<file path="src/rtl/game_tick_pkg.sv">
// rtl/game_tick_pkg.sv - shared register map, state encoding and helpers for game_tick_ctrl
package game_tick_pkg;

  // Register word offsets as seen on HADDR[4:2]
  localparam logic [2:0] OFF_CTRL      = 3'd0;
  localparam logic [2:0] OFF_PAC_DIV   = 3'd1;
  localparam logic [2:0] OFF_GHOST_DIV = 3'd2;
  localparam logic [2:0] OFF_FRIGHT    = 3'd3;
  localparam logic [2:0] OFF_PENDING   = 3'd4;
  localparam logic [2:0] OFF_TICKS     = 3'd5;

  // PENDING bit positions
  localparam int PEND_PAC     = 0;
  localparam int PEND_GHOST   = 1;
  localparam int PEND_FRIGHT  = 2;
  localparam int PEND_OVERRUN = 3;

  typedef enum logic [1:0] {
    IDLE   = 2'd0,
    RUN    = 2'd1,
    FRIGHT = 2'd2
  } state_t;

  // Ghost divisor doubles while frightened so ghosts move at half speed
  function automatic logic [8:0] ghost_limit(input logic [7:0] div, input logic slow);
    return slow ? {div, 1'b0} : {1'b0, div};
  endfunction

endpackage

</file>
<file path="src/rtl/tick_divider.sv">
// rtl/tick_divider.sv - base-tick divider producing a registered one-cycle step pulse
module tick_divider
  import game_tick_pkg::*;
(
  input  logic       clk,
  input  logic       rst,
  input  logic       tick,
  input  logic       en,
  input  logic [8:0] limit,
  output logic       step
);

  logic [8:0] cnt_q, cnt_d;
  logic       step_q, step_d;

  // limit is the divisor; a zero divisor silences the stream and parks the counter.
  // The >= compare lets the counter recover if the divisor shrinks below it mid-count.
  always_comb begin
    cnt_d  = cnt_q;
    step_d = 1'b0;
    if (limit == 9'd0) begin
      cnt_d = '0;
    end else if (en && tick) begin
      if (cnt_q >= limit - 9'd1) begin
        cnt_d  = '0;
        step_d = 1'b1;
      end else begin
        cnt_d = cnt_q + 9'd1;
      end
    end
  end

  // Counter and step pulse registers
  always_ff @(posedge clk or posedge rst) begin
    if (rst) begin
      cnt_q  <= '0;
      step_q <= 1'b0;
    end else begin
      cnt_q  <= cnt_d;
      step_q <= step_d;
    end
  end

  assign step = step_q;

endmodule

</file>
<file path="src/rtl/game_tick_ctrl.sv">
// rtl/game_tick_ctrl.sv - AHB-Lite game tick controller: step dividers, frightened timer, pending irq
module game_tick_ctrl
  import game_tick_pkg::*;
#(
  parameter logic [7:0] PAC_DIV_RST   = 8'd8,
  parameter logic [7:0] GHOST_DIV_RST = 8'd10
) (
  input  logic        HCLK,
  input  logic        HRESET,
  input  logic [31:0] HADDR,
  input  logic [31:0] HWDATA,
  input  logic [2:0]  HSIZE,
  input  logic [1:0]  HTRANS,
  input  logic        HWRITE,
  input  logic        HREADY,
  input  logic        HSEL,
  input  logic        tick_in,
  output logic [31:0] HRDATA,
  output logic        HREADYOUT,
  output logic        pac_step,
  output logic        ghost_step,
  output logic        frightened,
  output logic        irq
);

  // Bus pipeline
  logic        dp_valid_q, dp_write_q;
  logic [2:0]  dp_addr_q;
  logic        addr_accept;

  // Tick edge detect
  logic        tick_in_q, tick_pulse_q;

  // Programmable state
  logic        en_q, en_d;
  logic [3:0]  mask_q, mask_d;
  logic [7:0]  pac_div_q, pac_div_d;
  logic [7:0]  ghost_div_q, ghost_div_d;
  logic [15:0] fright_q, fright_d;
  logic [3:0]  pending_q, pending_d;
  logic [31:0] ticks_q, ticks_d;
  logic        irq_q;

  // FSM
  state_t      state_q, state_d;
  logic        frightened_q;

  // Internal
  logic        wr_en;
  logic        wr_ctrl, wr_pac, wr_ghost, wr_fright, wr_pending;
  logic        fright_expire;
  logic [3:0]  pend_set, pend_clr;
  logic        pac_step_w, ghost_step_w;
  logic [31:0] rdata;
  logic        unused_bus;

  assign unused_bus  = ^{HSIZE, HADDR[31:5], HADDR[1:0], HTRANS[0]};
  assign addr_accept = HSEL & HREADY & HTRANS[1];

  assign wr_en      = dp_valid_q & dp_write_q;
  assign wr_ctrl    = wr_en && (dp_addr_q == OFF_CTRL);
  assign wr_pac     = wr_en && (dp_addr_q == OFF_PAC_DIV);
  assign wr_ghost   = wr_en && (dp_addr_q == OFF_GHOST_DIV);
  assign wr_fright  = wr_en && (dp_addr_q == OFF_FRIGHT);
  assign wr_pending = wr_en && (dp_addr_q == OFF_PENDING);

  tick_divider u_pac_div (
    .clk   (HCLK),
    .rst   (HRESET),
    .tick  (tick_pulse_q),
    .en    (en_q),
    .limit ({1'b0, pac_div_q}),
    .step  (pac_step_w)
  );

  tick_divider u_ghost_div (
    .clk   (HCLK),
    .rst   (HRESET),
    .tick  (tick_pulse_q),
    .en    (en_q),
    .limit (ghost_limit(ghost_div_q, frightened_q)),
    .step  (ghost_step_w)
  );

  // Next-state for registers: CPU writes, frightened countdown, tick counter, sticky pending
  always_comb begin
    en_d          = en_q;
    mask_d        = mask_q;
    pac_div_d     = pac_div_q;
    ghost_div_d   = ghost_div_q;
    fright_d      = fright_q;
    fright_expire = 1'b0;

    if (wr_ctrl) begin
      en_d   = HWDATA[0];
      mask_d = HWDATA[7:4];
    end
    if (wr_pac) begin
      pac_div_d = HWDATA[7:0];
    end
    if (wr_ghost) begin
      ghost_div_d = HWDATA[7:0];
    end

    // A CPU load beats the countdown and suppresses the expiry event
    if (wr_fright) begin
      fright_d = HWDATA[15:0];
    end else if (en_q && tick_pulse_q && (fright_q != 16'd0)) begin
      fright_d      = fright_q - 16'd1;
      fright_expire = (fright_q == 16'd1);
    end

    ticks_d = ticks_q + {31'd0, tick_pulse_q};

    pend_set                = '0;
    pend_set[PEND_PAC]      = pac_step_w;
    pend_set[PEND_GHOST]    = ghost_step_w;
    pend_set[PEND_FRIGHT]   = fright_expire;
    pend_set[PEND_OVERRUN]  = (pac_step_w & pending_q[PEND_PAC]) |
                              (ghost_step_w & pending_q[PEND_GHOST]);
    pend_clr  = wr_pending ? HWDATA[3:0] : 4'd0;
    // Set is ORed after the clear so a same-cycle event survives W1C
    pending_d = (pending_q & ~pend_clr) | pend_set;
  end

  // Next FSM state follows the register values being committed this cycle
  always_comb begin
    state_d = state_q;
    case (state_q)
      IDLE:    if (en_d) state_d = (fright_d != 16'd0) ? FRIGHT : RUN;
      RUN:     if (!en_d) state_d = IDLE;
               else if (fright_d != 16'd0) state_d = FRIGHT;
      FRIGHT:  if (!en_d) state_d = IDLE;
               else if (fright_d == 16'd0) state_d = RUN;
      default: state_d = IDLE;
    endcase
  end

  // Bus pipeline, tick edge detect and register state
  always_ff @(posedge HCLK or posedge HRESET) begin
    if (HRESET) begin
      dp_valid_q   <= 1'b0;
      dp_write_q   <= 1'b0;
      dp_addr_q    <= '0;
      tick_in_q    <= 1'b0;
      tick_pulse_q <= 1'b0;
      en_q         <= 1'b0;
      mask_q       <= '0;
      pac_div_q    <= PAC_DIV_RST;
      ghost_div_q  <= GHOST_DIV_RST;
      fright_q     <= '0;
      pending_q    <= '0;
      ticks_q      <= '0;
      irq_q        <= 1'b0;
    end else begin
      dp_valid_q   <= addr_accept;
      dp_write_q   <= HWRITE;
      dp_addr_q    <= HADDR[4:2];
      tick_in_q    <= tick_in;
      tick_pulse_q <= tick_in & ~tick_in_q;
      en_q         <= en_d;
      mask_q       <= mask_d;
      pac_div_q    <= pac_div_d;
      ghost_div_q  <= ghost_div_d;
      fright_q     <= fright_d;
      pending_q    <= pending_d;
      ticks_q      <= ticks_d;
      irq_q        <= |(pending_q & mask_q);
    end
  end

  // Game mode FSM with registered frightened output
  always_ff @(posedge HCLK or posedge HRESET) begin
    if (HRESET) begin
      state_q      <= IDLE;
      frightened_q <= 1'b0;
    end else begin
      state_q      <= state_d;
      frightened_q <= (state_d == FRIGHT);
    end
  end

  // Read data for the data phase of a read; unmapped offsets and idle cycles return 0
  always_comb begin
    rdata = '0;
    if (dp_valid_q && !dp_write_q) begin
      case (dp_addr_q)
        OFF_CTRL:      rdata = {24'd0, mask_q, 3'd0, en_q};
        OFF_PAC_DIV:   rdata = {24'd0, pac_div_q};
        OFF_GHOST_DIV: rdata = {24'd0, ghost_div_q};
        OFF_FRIGHT:    rdata = {16'd0, fright_q};
        OFF_PENDING:   rdata = {28'd0, pending_q};
        OFF_TICKS:     rdata = ticks_q;
        default:       rdata = '0;
      endcase
    end
  end

  assign HRDATA     = rdata;
  assign HREADYOUT  = 1'b1;
  assign pac_step   = pac_step_w;
  assign ghost_step = ghost_step_w;
  assign frightened = frightened_q;
  assign irq        = irq_q;

endmodule

</file>
<file path="config.mk">
export PLATFORM = sky130hd
export DESIGN_NAME = game_tick_ctrl
export DESIGN_NICKNAME = d
export VERILOG_FILES = /design/src/rtl/game_tick_pkg.sv /design/src/rtl/tick_divider.sv /design/src/rtl/game_tick_ctrl.sv
export SDC_FILE = /design/constraint.sdc
export NUM_CORES = 1
export LEC_CHECK = 0
export CAP_MARGIN = 20
export CORE_MARGIN = 4
export CORE_UTILIZATION = 40
export CTS_BUF_LIST = sky130_fd_sc_hd__clkbuf_2 sky130_fd_sc_hd__clkbuf_4 sky130_fd_sc_hd__clkbuf_8
export DETAILED_ROUTE_END_ITERATION = 10
export SKIP_CTS_REPAIR_TIMING = 1
export SLEW_MARGIN = 10
export SYNTH_ARGS = -nofsm -noshare
export SYNTH_HDL_FRONTEND = slang
export SYNTH_SLANG_ARGS = --single-unit
export TNS_END_PERCENT = 20
</file>
<file path="constraint.sdc">
create_clock -name HCLK -period 4.3 [get_ports HCLK]
set_clock_uncertainty 0.1 [all_clocks]
set_input_delay 0.86 -clock HCLK [delete_from_list [all_inputs] [get_ports HCLK]]
set_output_delay 0.86 -clock HCLK [all_outputs]
set_load 0.005 [all_outputs]
</file>
==> results.md, run 1 <==
- Die width: 131 um
- Pleak: 0.00299 uW
- Final period util: 87.1%
- Final net count: slightly below 800
- Top_reg_cell synth: dfrtp_1
- Max_slew headroom: 31.2%
- Min-Delay Path Depth: 1
- Clk_lat worst skew: approximately 380 ps
- Mean post-synth cell area: 9.81 um2
- Root Buffer: clkbuf_8
- CTS Sinks: about 100
- Worst Min Path Start: tick_in_q
- Chip height: approximately 130 um
- PwrDens: between 300 and 400 nW/um2
- Gr ovfl total: 0
- Clk buf depth: 2
- Worst hold-check path type: reg2reg
- Pin count of the biggest net entering global routing: 59
- F_max: 267 MHz
- Crit-path max FO: 13
- EDFF count, synth: 0
- Register area share after synthesis: 42.9%
- Fin. max-slew vios: 0
- Initial antenna violation count: 0
- Total CTS buffers: 9
- IO Port Bufs: 61
- Final worst slack: around 550 ps
- Syn Inst Count: 619
- Drt pass-1 iters: 5
- DRT iter0 DRCs: 434
- Worst Hold Endpoint: tick_pulse_q
- Die area: 17,200 um2
- Ys Warns: 0
- CP Class: reg2reg
- Hpwl dp: 11,000 um
- First-pass GRT wire length: between 20,000 and 25,000 um
- Commonest non-fill, non-tap cell in the layout: dfrtp_1
- Worst setup SP type: flip-flop
- Setup TNS Final: 0 ps
- Gp weighted congestion: between 0.8 and 0.9
- Rows: 44
- Cell Area, Synth: 6070 um2
- Vias/cell: between 5 and 6
- Commonest non-fill, non-tap cells in the layout: dfrtp_1 (101), clkdlybuf4s50_1 (61), nor2_1 (54), nand2_1 (54), xnor2_1 (40)
- Post-Syn Nets: approximately 700
- Final Hold Fails: 0
- WL final: 14,600 um
- Routed Antenna Nets: 0
- Count of distinct cell types in the synthesized netlist: 66
- N_diodes: 0
- Critical Path AT: just under 4000 ps
- Io pins: 112
- Unrepaired setup endpoints after global routing: no
- Final setup vio count: 0
- Core Box Area: 14,700 um2
- Routed via count: 4,828
- DP Worst Slack: approximately 570 ps
- CTS tree: yes
- Measured slew at the worst slew-check pin: 1020 ps
- CP Capture Type: flip-flop
- Wire per inst: about 17 um
- Register-to-Register Path Depth: 14
- Worst R2R Setup Slack: 550 ps
- Worst-path clk slew: 100 ps
- Reg-to-Reg End: u_ghost_div.cnt_q[5]
- CTS H-tree lvls: 3
- DRC Markers: 0
- Vias in the first global route: 4,763
- Worst VDD drop: 0.000185 V
- Number of synthesized register bits: 104
- Initial Utilization: 41.3%
- Layout Area Growth over Synthesis: 16.8%
- Total track usage: ~17%
- Critical R2R Launch: frightened
- Layout cells sized above 1: 10.2%
- Crit path required time: 4500 ps
- Hold_ws: 304 ps
- Asr flop ratio synth: 100%
- Min Tclk post-route: 3750 ps
- Max Cap Violations: 0
- Status: finished clean
## worst max path at each step
stage	startpoint	to	slack (ps)	depth (start not counted)
finish	frightened	u_ghost_div.cnt_q[5]	550	14
global route	frightened	u_ghost_div.cnt_q[5]	230	15
global placement	frightened	u_ghost_div.cnt_q[6]	650	15
floorplan	frightened	u_ghost_div.cnt_q[3]	470	13
detailed placement	frightened	u_ghost_div.cnt_q[5]	570	14
CTS	frightened	u_ghost_div.cnt_q[5]	540	14
## synthesized netlist by cell type (14+ instances only)
| library cell | n | share of area (%) |
|---|---|---|
| dfrtp_1 | 101 | 42 |
| nand2_1 | 54 | 3.3 |
| nor2_1 | 54 | 3.3 |
| xnor2_1 | 40 | 5.8 |
| nand3_1 | 28 | 2.3 |
| ha_1 | 26 | 5.4 |
| a21oi_1 | 24 | 2.0 |
| mux2_2 | 22 | 4.1 |
| and2_1 | 18 | 1.9 |
| nor3_1 | 18 | 1.5 |
| o21ai_0 | 18 | 1.5 |
| a31oi_1 | 15 | 1.5 |
| xor2_1 | 15 | 2.2 |
| and3_1 | 14 | 1.4 |
## registers in the layout (all words and copies together), names as in the netlist, 2 cells and up
register           count
u_pac_div.cnt_q        9
fright_q              16
pending_q              4
mask_q                 4
u_ghost_div.cnt_q      9
dp_addr_q              3
pac_div_q              8
ghost_div_q            8
state_q                2
ticks_q               32
## final cells by class
type | instances | area, um2
Inverter | 11 | 43.8
Sequential cell | 104 | 2610
Tap cell | 184 | 230
Timing Repair Buffer | 70 | 691
Clock inverter | 3 | 42.5
Clock buffer | 12 | 153
Multi-Input combinational cell | 484 | 3320
Fill cell | 1375 | 7610
## cell families after synthesis
| group | count (synthesis) | share of synthesized area (%) |
|---|---|---|
| compound gates | 107 | 11.6 |
| mux | 35 | 6.90 |
| flops | 104 | 42.9 |
| other cells | 1 | 0.0618 |
| fa+ha+maj | 26 | 5.36 |
| simple gates | 260 | 22.8 |
| xor+xnor | 55 | 7.94 |
| buf+inv | 31 | 2.41 |
## worst max-delay path, cell delays in order, from the launching register on
cell	delay [ps]
dfrtp_1	590
mux2i_1	260
ha_1	200
nor2b_1	200
nand4_1	190
nor4_1	210
buf_4	170
nor2_1	40
ha_1	180
or4_1	520
o22ai_1	150
buf_4	180
nand2_1	150
or2_2	350
a31oi_1	180
## where the power goes
group / switching [uW] / internal [uW] / total [uW]
Sequential: 198 / 1110 / 1310
Combinational: 283 / 307 / 590
Clock: 338 / 295 / 632
Total: 819 / 1710 / 2530
## metal layers
metal,part of all wire (%),vias to the layer above,global-route usage (%)
met4,1.8,0,5.31
met5,0,-,0
met3,5.0,24,3.48
met1,48,2334,24.8
met2,46,125,26.4
li1,-,2345,-
## through the flow
stage,instance area [um2],utilization [%],total power (uW),std cells
finish,7090,48.2,2530,868
global route,7090,48.2,2690,868
CTS,7090,48.2,2560,868
detailed placement,6890,46.9,1920,853
global placement,6890,46.9,1890,853
floorplan,6070,-,1720,619
Power figures use the tool's default switching activity.
==> run 2, diff against run 1 <==
--- a/config.mk
+++ b/config.mk
@@ -5,6 +5,7 @@
 export SDC_FILE = /design/constraint.sdc
 export NUM_CORES = 1
 export LEC_CHECK = 0
+export ABC_AREA = 1
 export CAP_MARGIN = 20
 export CORE_MARGIN = 4
 export CORE_UTILIZATION = 40
==> run 2 against run 1 <==
  * Largest cell class unchanged
  * Synthesized area increased by 6.2%
  * Die area up 5.8%
  * Non-clock buffer count shrank 5
  * Total power grew 27%
  * Sequential share of layout area decreased by 2.1 points
  * Setup slack better by 60 ps
  * Clock power grew 11%
  * Via count rose by 15%
  * Global-route usage rose by 0.18 points
==> results.md, run 2 <==
- Clock power share: 21.9% (-3.1 points)
- Bufs and invs on worst path: 2 (unchanged)
- Switch share: 39.9% (+7.5 points)
- CTS H-tree lvls: 3 (unchanged)
- DRT iter0 DRCs: 252 (-42%)
- Slowest cell on crit path: nor3_1
- Max Cap Violations: 0 (unchanged)
- N_diodes: 0 (unchanged)
- Fin. max-slew vios: 0 (unchanged)
- Cell Count, Final, Fillers Out: 1,140 (+31%)
- Hpwl dp: 11,800 um (+7.4%)
- CTS tree: yes
- Layout cells sized above 1: 5.95% (-4.3 points)
- Unrepaired setup endpoints after global routing: no
- Largest regs: ticks_q (32), fright_q (16)
- Crit-path max FO: 10 (-3)
- Top Metal Used: met4
- Total track usage: 17.4% (+0.18 points)
- Io pins: 112 (unchanged)
- Top cells by area, synth: dfrtp_1 (39%), nand2_1 (12%), inv_1 (7.5%)
- Mean post-synth cell area: 7.50 um2 (-23%)
- Core Box Area: 15,800 um2 (+7.7%)
- Worst path cell trace: nor3_1, inv_1, o22ai_1, nor3_1, nor2_1, clkdlybuf4s50_1
- Max reg flops: 32 (unchanged)
- Cell repeated most along the worst path: nor3_1
- Cell with the most instances after synthesis: nand2_1
- Commonest non-fill, non-tap cell in the layout: nand2_1
- IO Port Bufs: 61 (unchanged)
- Finished Core Util: 47.5% (-0.70 points)
- Min Tclk post-route: 3690 ps (-59.8 ps)
- Crit path max-delay family: simple AND/OR/NAND/NOR gates
- Final period util: 85.7% (-1.4 points)
- Crit path largest cell delay: 750 ps (+160 ps)
- Routed length on met3: 567 um (-22%)
- PwrDens: 426 nW/um2 (+19%)
- Final setup vio count: 0 (unchanged)
- Pin count of the biggest net entering global routing: 57 (-3.4%)
- Wire per inst: 13.5 um (-20%)
- Total CTS buffers: 9 (unchanged)
- Cell Area, Synth: 6450 um2 (+6.2%)
- Post-synth top area share: 39.2% (-2.4 points)
- Worst R2R Setup Slack: 1170 ps (+620 ps)
- Ys Warns: 0 (unchanged)
- Net switching power: 1280 uW (+56%)
- Initial antenna violation count: 0 (unchanged)
- EDFF count, synth: 0 (unchanged)
- Worst setup SP type: flip-flop
- Chip height: 135 um (+2.9%)
- WL final: 15,400 um (+5.2%)
- Critical R2R Launch: frightened
- Fillers: 1,630 (+19%)
- Synth top cells by count: nand2_1 (210), inv_1 (129), dfrtp_1 (101)
- Met1 wire length: 7360 um (+5.5%)
- Die width: 135 um (+2.9%)
- Max_slew headroom: 41.7% (+10 points)
- Final worst slack: 613 ps (+59.8 ps)
- Root Buffer: clkbuf_8
- CP Capture Type: output port
- Post-Syn Nets: 960 (+33%)
- Logic pwr share: 34.2% (+11 points)
- Crit path required time: 3340 ps (-1160 ps)
- Gp weighted congestion: 0.897 (+8.0%)
- Critical Path End: HRDATA[4]
- DRC Markers: 0 (unchanged)
- Worst path depth: 6 (-8)
- Asr flop ratio synth: 100% (unchanged)
- Critical Path AT: 2730 ps (-1220 ps)
- Clk_lat worst skew: 390 ps (about the same)
- Internal power: 1930 uW (+13%)
- Register-to-Register Path Depth: 13 (-1)
- Crit. Startpoint: dp_addr_q[2]
- Die area: 18,200 um2 (+5.8%)
- Biggest register: ticks_q
- Share of power burned in registers: 44.0% (-7.7 points)
- Reg-to-Reg End: u_ghost_div.cnt_q[6]
- Layout Area Growth over Synthesis: 16.7% (about the same)
- Final net count: 1,020 (+31%)
- Vias/cell: 4.88 (-12%)
- Rows: 46 (+4.5%)
- CP Class: reg2out
- F_max: 271 MHz (+1.6%)
- Count of distinct cell types in the synthesized netlist: 44 (-33%)
- Register area share after synthesis: 40.4% (-2.5 points)
- Status: finished clean
- Worst-path clk slew: 110 ps (about the same)
- First-pass GRT wire length: 25,500 um (+4.3%)
- Cell type with the largest total area after synthesis: dfrtp_1
- DP Worst Slack: 1070 ps (+496 ps)
- Commonest non-fill, non-tap cells in the layout: nand2_1 (210), inv_1 (128), dfrtp_1 (101), nor2_1 (74), clkdlybuf4s50_1 (61)
- CTS Sinks: 104 (unchanged)
- Vias in the first global route: 5,228 (+9.8%)
- Setup TNS Final: 0 ps (unchanged)
- Worst VDD drop: 0.000294 V (+59%)
- Top_reg_cell synth: dfrtp_1
- Inst Count DP: 1,124 (+32%)
- Routed Antenna Nets: 0 (unchanged)
- Clk buf depth: 2 (unchanged)
- DR WL met2: 7220 um (+8.2%)
- Final Hold Fails: 0 (unchanged)
- Gr ovfl total: 0 (unchanged)
- Pleak: 0.00358 uW (+20%)
- Worst hold-check path type: reg2reg
- Initial Utilization: 40.7% (-0.57 points)
- Drt pass-1 iters: 5 (unchanged)
- Measured slew at the worst slew-check pin: 868 ps (-154 ps)
- Syn Inst Count: 859 (+39%)
- Number of synthesized register bits: 104 (unchanged)
- Routed via count: 5,560 (+15%)
[run 2: cell types whose count changed after synthesis, sizes merged, moves of 24 or more]
cell	before	now
inv	11	131
xor2	15	47
xnor2	40	4
o21ai	19	52
nand2	54	214
nor2	55	81
nand3	28	52
[run 2: worst min-delay path by stage]
stage	from	endpoint	slack, ps	cells past startpoint
after global placement	tick_in_q	tick_pulse_q	280	1
final	tick_in_q	tick_pulse_q	310	1
after detailed placement	tick_in_q	tick_pulse_q	290	1
after global routing	tick_in_q	tick_pulse_q	330	1
after CTS	tick_in_q	tick_pulse_q	300	1
after floorplan	tick_in_q	tick_pulse_q	280	1
[run 2: cell type report]
| class | count | area [um2] | share of cell area, % |
|---|---|---|---|
| clock buffer | 9 | 124 | 1.65 |
| clock inverter | 7 | 103 | 1.36 |
| sequential | 104 | 2610 | 34.6 |
| tap | 216 | 270 | 3.59 |
| timing repair buffer | 65 | 653 | 8.68 |
| multi-input combinational | 608 | 3270 | 43.5 |
| inverter | 131 | 494 | 6.57 |
[run 2: cells by family after synthesis]
family | share of synthesized area, %
XOR/XNOR | 6.93
AND/OR/NAND/NOR | 29.7
AO/OA/AOI/OAI | 9.06
adder cells (fa/ha/maj) | 5.05
other | 0.0582
buffers and inverters | 8.81
flip-flops | 40.4
[run 2: metal layers]
| metal | track usage [%] | vias to the layer above |
|---|---|---|
| met5 | 0 | - |
| met4 | 4.76 | 0 |
| met3 | 3.39 | 20 |
| met2 | 28.6 | 99 |
| met1 | 23.7 | 2561 |
| li1 | - | 2880 |
[run 2: metrics by stage]
stage / instance area, um2 / hold WS [ps] / total power, uW
2_1_floorplan: 6450 / 276 / 2210
3_3_place_gp: 7300 / 284 / 2510
3_5_place_dp: 7300 / 286 / 2520
4_1_cts: 7520 / 302 / 3240
5_1_grt: 7520 / 328 / 3490
6_report: 7520 / 305 / 3210
[run 2: power by group through the flow]
stage / sequential [uW] / clock (uW) / combinational, uW
final: 1410 / 701 / 1100
after floorplan: 1340 / 0 / 871
after global placement: 1420 / 0 / 1080
after global routing: 1440 / 763 / 1290
after detailed placement: 1420 / 0 / 1100
after CTS: 1400 / 733 / 1110
==> run 3, diff against run 2 <==
--- a/config.mk
+++ b/config.mk
@@ -11,6 +11,7 @@
 export CORE_UTILIZATION = 40
 export CTS_BUF_LIST = sky130_fd_sc_hd__clkbuf_2 sky130_fd_sc_hd__clkbuf_4 sky130_fd_sc_hd__clkbuf_8
 export DETAILED_ROUTE_END_ITERATION = 10
+export PLACE_DENSITY = 0.7
 export SKIP_CTS_REPAIR_TIMING = 1
 export SLEW_MARGIN = 10
 export SYNTH_ARGS = -nofsm -noshare
==> run 3 against run 2 <==
  * Via count decreased by 0.20%
  * Combinational power about the same
  * Count of clock-buffer cells in the layout increased by 3
==> results.md, run 3 (synthesis results as in run 2) <==
- Status: finished clean
- Pin count of the biggest net entering global routing: 44 (-23%)
- Io pins: 112 (unchanged)
- Initial antenna violation count: 0 (unchanged)
- Worst hold-check path type: reg2reg
- Max_slew headroom: 45.1% (+3.4 points)
- Setup TNS Final: 0 ps (unchanged)
- Final period util: 85.3% (-0.40 points)
- Min-Delay Path Depth: 1 (unchanged)
- Fin. max-slew vios: 0 (unchanged)
- Total track usage: 17.3% (-0.11 points)
- Critical R2R Launch: frightened
- Unrepaired setup endpoints after global routing: no
- Largest regs: ticks_q (32), fright_q (16)
- Worst R2R Setup Slack: 1260 ps (+90 ps)
- Final setup vio count: 0 (unchanged)
- Measured slew at the worst slew-check pin: 818 ps (-50.6 ps)
- Pleak: 0.00359 uW (+0.17%)
- Core Box Area: 15,800 um2 (unchanged)
- IO Port Bufs: 61 (unchanged)
- Worst-path clk slew: 100 ps (about the same)
- Bufs and invs on worst path: 1 (-1)
- Worst setup SP type: flip-flop
- Worst path cell trace: nor3_1, a221oi_1, a31oi_1, clkdlybuf4s50_1
- CTS tree: yes
- Vias/cell: 4.86 (-0.37%)
- F_max: 272 MHz (+0.46%)
- Fillers: 1,567 (-3.9%)
- Crit path max-delay family: simple AND/OR/NAND/NOR gates
- Routed via count: 5,549 (-0.20%)
- Placed inst area: 7300 um2 (about the same)
- CP Class: reg2out
- Die area: 18,200 um2 (unchanged)
- First-pass GRT wire length: 25,500 um (-0.16%)
- DRT iter0 DRCs: 373 (+48%)
- PwrDens: 428 nW/um2 (+0.42%)
- Gp weighted congestion: 0.850 (-5.3%)
- Reg-to-Reg End: u_ghost_div.cnt_q[0]
- Clk_lat worst skew: 390 ps (about the same)
- Crit path largest cell delay: 710 ps (-40 ps)
- Commonest non-fill, non-tap cell in the layout: nand2_1
- Max Cap Violations: 0 (unchanged)
- Gr ovfl total: 0 (unchanged)
- Register-to-Register Path Depth: 13 (unchanged)
- Biggest register: ticks_q
- N_diodes: 0 (unchanged)
- Initial Utilization: 40.7% (unchanged)
- CTS H-tree lvls: 3 (unchanged)
- Slowest cell on crit path: nor3_1
- Vias in the first global route: 5,264 (+0.69%)
- Critical Path AT: 2710 ps (-20 ps)
- Layout Area Growth over Synthesis: 16.9%
- Drt pass-1 iters: 5 (unchanged)
- Hpwl dp: 11,800 um (about the same)
- Worst Min Path Start: tick_in_q
- Routed Antenna Nets: 0 (unchanged)
- Clk buf depth: 2 (unchanged)
- Final net count: 1,022 (+0.20%)
- Root Buffer: clkbuf_8
- CP Capture Type: output port
- WL final: 15,400 um (-0.29%)
- Finished Core Util: 47.6% (+0.071 points)
- Die width: 135 um (unchanged)
- Final Instance Area: 7530 um2 (+0.15%)
- Min Tclk post-route: 3670 ps (-17.0 ps)
- Crit path required time: 3340 ps (about the same)
- Wire per inst: 13.4 um (-0.46%)
- Total CTS buffers: 9 (unchanged)
- Rows: 46 (unchanged)
- Total power draw: 3220 uW (+0.57%)
- DRC Markers: 0 (unchanged)
- Worst VDD drop: 0.000166 V (-43%)
- Worst Hold Endpoint: tick_pulse_q
- Max reg flops: 32 (unchanged)
- Crit-path max FO: 10 (unchanged)
- Chip height: 135 um (unchanged)
- Layout cells sized above 1: 6.16% (+0.20 points)
- Commonest non-fill, non-tap cells in the layout: nand2_1 (210), inv_1 (128), dfrtp_1 (101), nor2_1 (74), clkdlybuf4s50_1 (61)
- Final Hold Fails: 0 (unchanged)
- CTS Sinks: 104 (unchanged)
-- run 3: cell count changes in the layout (fill, tap and decap cells not counted), sizes merged --
cell,change
buf,+2
clkbuf,+3
inv,-1
clkinvlp,+1
clkinv,-3
-- run 3: worst max-delay path by stage --
stage                 start  slack (ps)  depth (start not counted)      endpoint
5_1_grt        dp_addr_q[2]         450                          6     HRDATA[4]
4_1_cts        dp_addr_q[2]         650                          6     HRDATA[4]
6_report       dp_addr_q[2]         630                          4     HRDATA[0]
3_3_place_gp   dp_addr_q[2]        1050                          6     HRDATA[4]
2_1_floorplan        HRESET         610                          1  dp_addr_q[0]
3_5_place_dp   dp_addr_q[2]        1090                          6     HRDATA[4]
-- run 3: routing by layer --
metal  wire [um]  vias to the layer above  track usage (%)
met5           0                        -                0
met4         306                        0             6.66
met1        7310                     2546             23.7
met2        7240                       98             28.5
li1            -                     2883                -
met3         494                       22             1.83
-- run 3: power by group --
group / switching (uW) / leakage (uW) / total, uW / internal [uW]
Sequential: 242 / 0.00130 / 1410 / 1170
Clock: 352 / 0.000117 / 720 / 369
Combinational: 668 / 0.00217 / 1100 / 428
-- run 3: final cells by class --
class / instances / area [um2] / area share, %
clock buffer: 12 / 159 / 2.11
tap: 216 / 270 / 3.59
inverter: 131 / 494 / 6.56
timing repair buffer: 67 / 656 / 8.70
sequential: 104 / 2610 / 34.6
clock inverter: 4 / 76.3 / 1.01
multi-input combinational: 608 / 3270 / 43.4
-- run 3: per-stage QoR --
step           hold slack (ps)  worst slack [ps]  cells
6_report                   300               630   1142
4_1_cts                    301               646   1142
5_1_grt                    321               453   1142
2_1_floorplan              276               613    859
3_5_place_dp               285              1090   1126
3_3_place_gp               282              1050   1126
==> edit 1, RTL diff (config.mk and constraints of run 1) <==
Register the output `irq` once more, with the module's reset; this adds one clock of latency there. The other outputs are not delayed to match.
--- a/src/rtl/game_tick_ctrl.sv
+++ b/src/rtl/game_tick_ctrl.sv
@@ -202,5 +202,11 @@
   assign ghost_step = ghost_step_w;
   assign frightened = frightened_q;
-  assign irq        = irq_q;
+  always_ff @(posedge HCLK or posedge HRESET) begin
+    if (HRESET) begin
+      irq <= '0;
+    end else begin
+      irq <= irq_q;
+    end
+  end
 
 endmodule
Behaviour: not the same (a bounded check fails within 10 cycles, from zero or initial values and one cycle with HRESET high).
==> edit 1 against run 1 <==
  * Cell area increased by 0.72%
  * Sequential power about the same
  * Via count increased by 1.9%
  * Global-route usage increased by 0.15 points
  * Critical path type unchanged
  * First-iteration DRC count decreased by 13%
  * Synthesized area increased by 0.37%
  * Setup slack improved by 82 ps
  * Die area increased by 0.35%
  * Synthesized cell count increased by 0.81%
  * Routed wire length increased by 2.0%
  * Sequential cell count increased by 1
  * Total power decreased by 0.49%
  * Non-clock buffer count increased by 1
  * Largest power group unchanged
==> edit 1: results <==
export IMPL_syn_nets=725
export IMPL_dp_cells=859
export IMPL_gr_usage_met1_pct=24.8
export IMPL_first_pass_iters=5
export IMPL_drive_gt1_share_pct=11.0
export IMPL_grt_pass1_wl_mm=24.6
export IMPL_path_delay_family="simple AND/OR/NAND/NOR gates"
export IMPL_internal_power_uw=1690
export IMPL_synth_common_cells="dfrtp_1 (102), nand2_1 (62), nor2_1 (52), xnor2_1 (36)"
export IMPL_antenna_cells=0
export IMPL_combPwrFrac_pct=21.9
export IMPL_ys_warn_count=0
export IMPL_ys_types=61
export IMPL_grt_pass1_vias=4678
export IMPL_gp_congestion=0.836
export IMPL_fin_nets=788
export IMPL_grtUsageMet3_pct=3.56
export IMPL_p_leak_uw=0.00302
export IMPL_pg_clk_uw=654
export IMPL_grt_max_degree=74
export IMPL_synth_area_leaders="dfrtp_1 (42%), ha_1 (5.3%), xnor2_1 (5.2%)"
export IMPL_antenna_found_initial=0
export IMPL_crit_path_max_incr_delay_ps=610
export IMPL_hp_class="register to register"
export IMPL_status="completed"
export IMPL_post_dp_cell_area_um2=6930
export IMPL_cp_arrival_ps=3870
export IMPL_dr_first_iter_drc_count=379
export IMPL_hold_ws_ps=259
export IMPL_ir_worst_vdd_uv=252
export IMPL_wl_met1_mm=7.03
export IMPL_finalCritPeriodShare_pct=85.2
export IMPL_dp_slack_ps=657
export IMPL_yosysSeqAreaShare_pct=43.2
export IMPL_hpwl_mm=11.2
export IMPL_io_buffers=61
export IMPL_layout_cells_non_filler=876
export IMPL_met2_usage_pct=26.8
export IMPL_reg_largest_list="ticks_q: 32 flops, fright_q: 16 flops"
export IMPL_wirelength_mm=14.9
export IMPL_vias=4918
export IMPL_wl_met2_mm=6.94
export IMPL_worstMarginPinSlew_ps=915
export IMPL_fill_cells=1391
export IMPL_grt_use_total_pct=17.4
export IMPL_pwr_share_clk_pct=26.0
export IMPL_r2r_slack_ps=630
export IMPL_wl_met3_um=731
export IMPL_avgSynthCellArea_um2=9.76
==> edit 1: cell count changes after synthesis, sizes merged, moves of 4 or more <==
cell and change:
nand4 -5, xor2 +4, nand2 +8, o21ai +4, xnor2 -4, nor2b -4, a211oi -5, a22oi +4
==> edit 1: final timing paths <==
path                                   endpoint  depth (start not counted)        from
max                        u_ghost_div.cnt_q[5]                         14  frightened
min                                         irq                          0       irq_q
max reg2reg                u_ghost_div.cnt_q[5]                         14  frightened
min reg2reg                                 irq                          0       irq_q
max in group asynchronous    u_pac_div.cnt_q[7]                          3      HRESET
min in group asynchronous                 irq_q                          2      HRESET
==> edit 1: cell families after synthesis <==
| group | after synthesis | share of synthesized area [%] |
|---|---|---|
| simple gates | 259 | 22.4 |
| compound gates | 112 | 12.1 |
| flops | 105 | 43.2 |
| xor+xnor | 55 | 7.91 |
| mux | 34 | 6.88 |
| buf+inv | 32 | 2.09 |
| fa+ha+maj | 26 | 5.34 |
| other cells | 1 | 0.0615 |
==> edit 1: cell type report <==
cell class | count | area (um2) | area share [%]
Sequential cell | 105 | 2630 | 36.8
Clock inverter | 6 | 72.6 | 1.02
Tap cell | 184 | 230 | 3.22
Timing Repair Buffer | 71 | 683 | 9.57
Multi-Input combinational cell | 487 | 3330 | 46.7
Inverter | 13 | 51.3 | 0.718
Clock buffer | 10 | 138 | 1.93
==> edit 1: worst register-to-register path: stages, from the launching register on <==
cell	delay (ps)
dfrtp_1	610
inv_1	160
nand2_1	130
ha_1	180
nor2b_1	200
nand4_1	180
nor4_1	200
buf_4	180
nor2_1	50
ha_1	180
or4_1	520
o22ai_1	180
nand2_1	190
or2_2	350
a31oi_1	180
==> edit 2, RTL diff (flow settings as in run 1) <==
Without the edit above. Set the parameter `GHOST_DIV_RST` to 8'd8 (it was 8'd10).
--- a/src/rtl/game_tick_ctrl.sv
+++ b/src/rtl/game_tick_ctrl.sv
@@ -4,5 +4,5 @@
 #(
   parameter logic [7:0] PAC_DIV_RST   = 8'd8,
-  parameter logic [7:0] GHOST_DIV_RST = 8'd10
+  parameter logic [7:0] GHOST_DIV_RST = 8'd8
 ) (
   input  logic        HCLK,
Behaviour: not the same (Yosys sat finds a counterexample within 4 cycles, from zero or initial values and one cycle with HRESET high).
==> edit 2 against run 1 <==
  * Sequential cell count is the same
  * Core utilization grew 0.10 points
  * Via count grew 0.35%
  * Total power grew 0.69%
  * Routed wire length grew 0.66%
  * Synthesized area is essentially flat
  * Setup slack lost 89 ps
  * Cell area grew 0.21%
==> edit 2: results <==
export IMPL_status="completed"
export IMPL_wl_met2_mm=6.63
export IMPL_grt_max_degree=69
export IMPL_gr_usage_met1_pct=25.1
export IMPL_dr_first_iter_drc_count=380
export IMPL_internal_power_uw=1720
export IMPL_yosysSeqAreaShare_pct=42.9
export IMPL_synth_mux_area_share_pct=6.91
export IMPL_ir_worst_vdd_uv=194
export IMPL_synth_compound_area_share_pct=11.6
export IMPL_grt_pass1_wl_mm=24.9
export IMPL_fin_crit_ps=3840
export IMPL_p_leak_uw=0.00299
export IMPL_relSlewSlack_pct=53.9
export IMPL_hold_ws_ps=303
export IMPL_met2_usage_pct=26.7
export IMPL_synth_xor_area_share_pct=7.94
export IMPL_wirelength_mm=14.7
export IMPL_grtUsageMet3_pct=2.71
export IMPL_wl_per_cell_um=17.0
export IMPL_grt_use_total_pct=17.6
export IMPL_fill_cells=1346
export IMPL_post_dp_cell_area_um2=6890
export IMPL_dp_slack_ps=561
export IMPL_wl_met1_mm=7.06
export IMPL_wl_met3_um=703
==> edit 2: changes by cell type after synthesis <==
cell and change:
dfrtp_1 +1, dfstp_2 -1
==> edit 2: cell type report <==
| class | instances | area [um2] | share of cell area (%) |
|---|---|---|---|
| Tap cell | 184 | 230 | 3.24 |
| Inverter | 11 | 43.8 | 0.616 |
| Clock buffer | 12 | 159 | 2.24 |
| Multi-Input combinational cell | 484 | 3320 | 46.8 |
| Clock inverter | 4 | 52.6 | 0.740 |
| Sequential cell | 104 | 2610 | 36.7 |
| Timing Repair Buffer | 70 | 691 | 9.72 |
==> edit 2: power groups by stage <==
stage | combinational, uW | clock [uW] | sequential [uW]
after global routing | 676 | 710 | 1340
after floorplan | 485 | 0 | 1240
final | 590 | 647 | 1310
after CTS | 599 | 676 | 1310
after detailed placement | 592 | 0 | 1320
after global placement | 569 | 0 | 1320
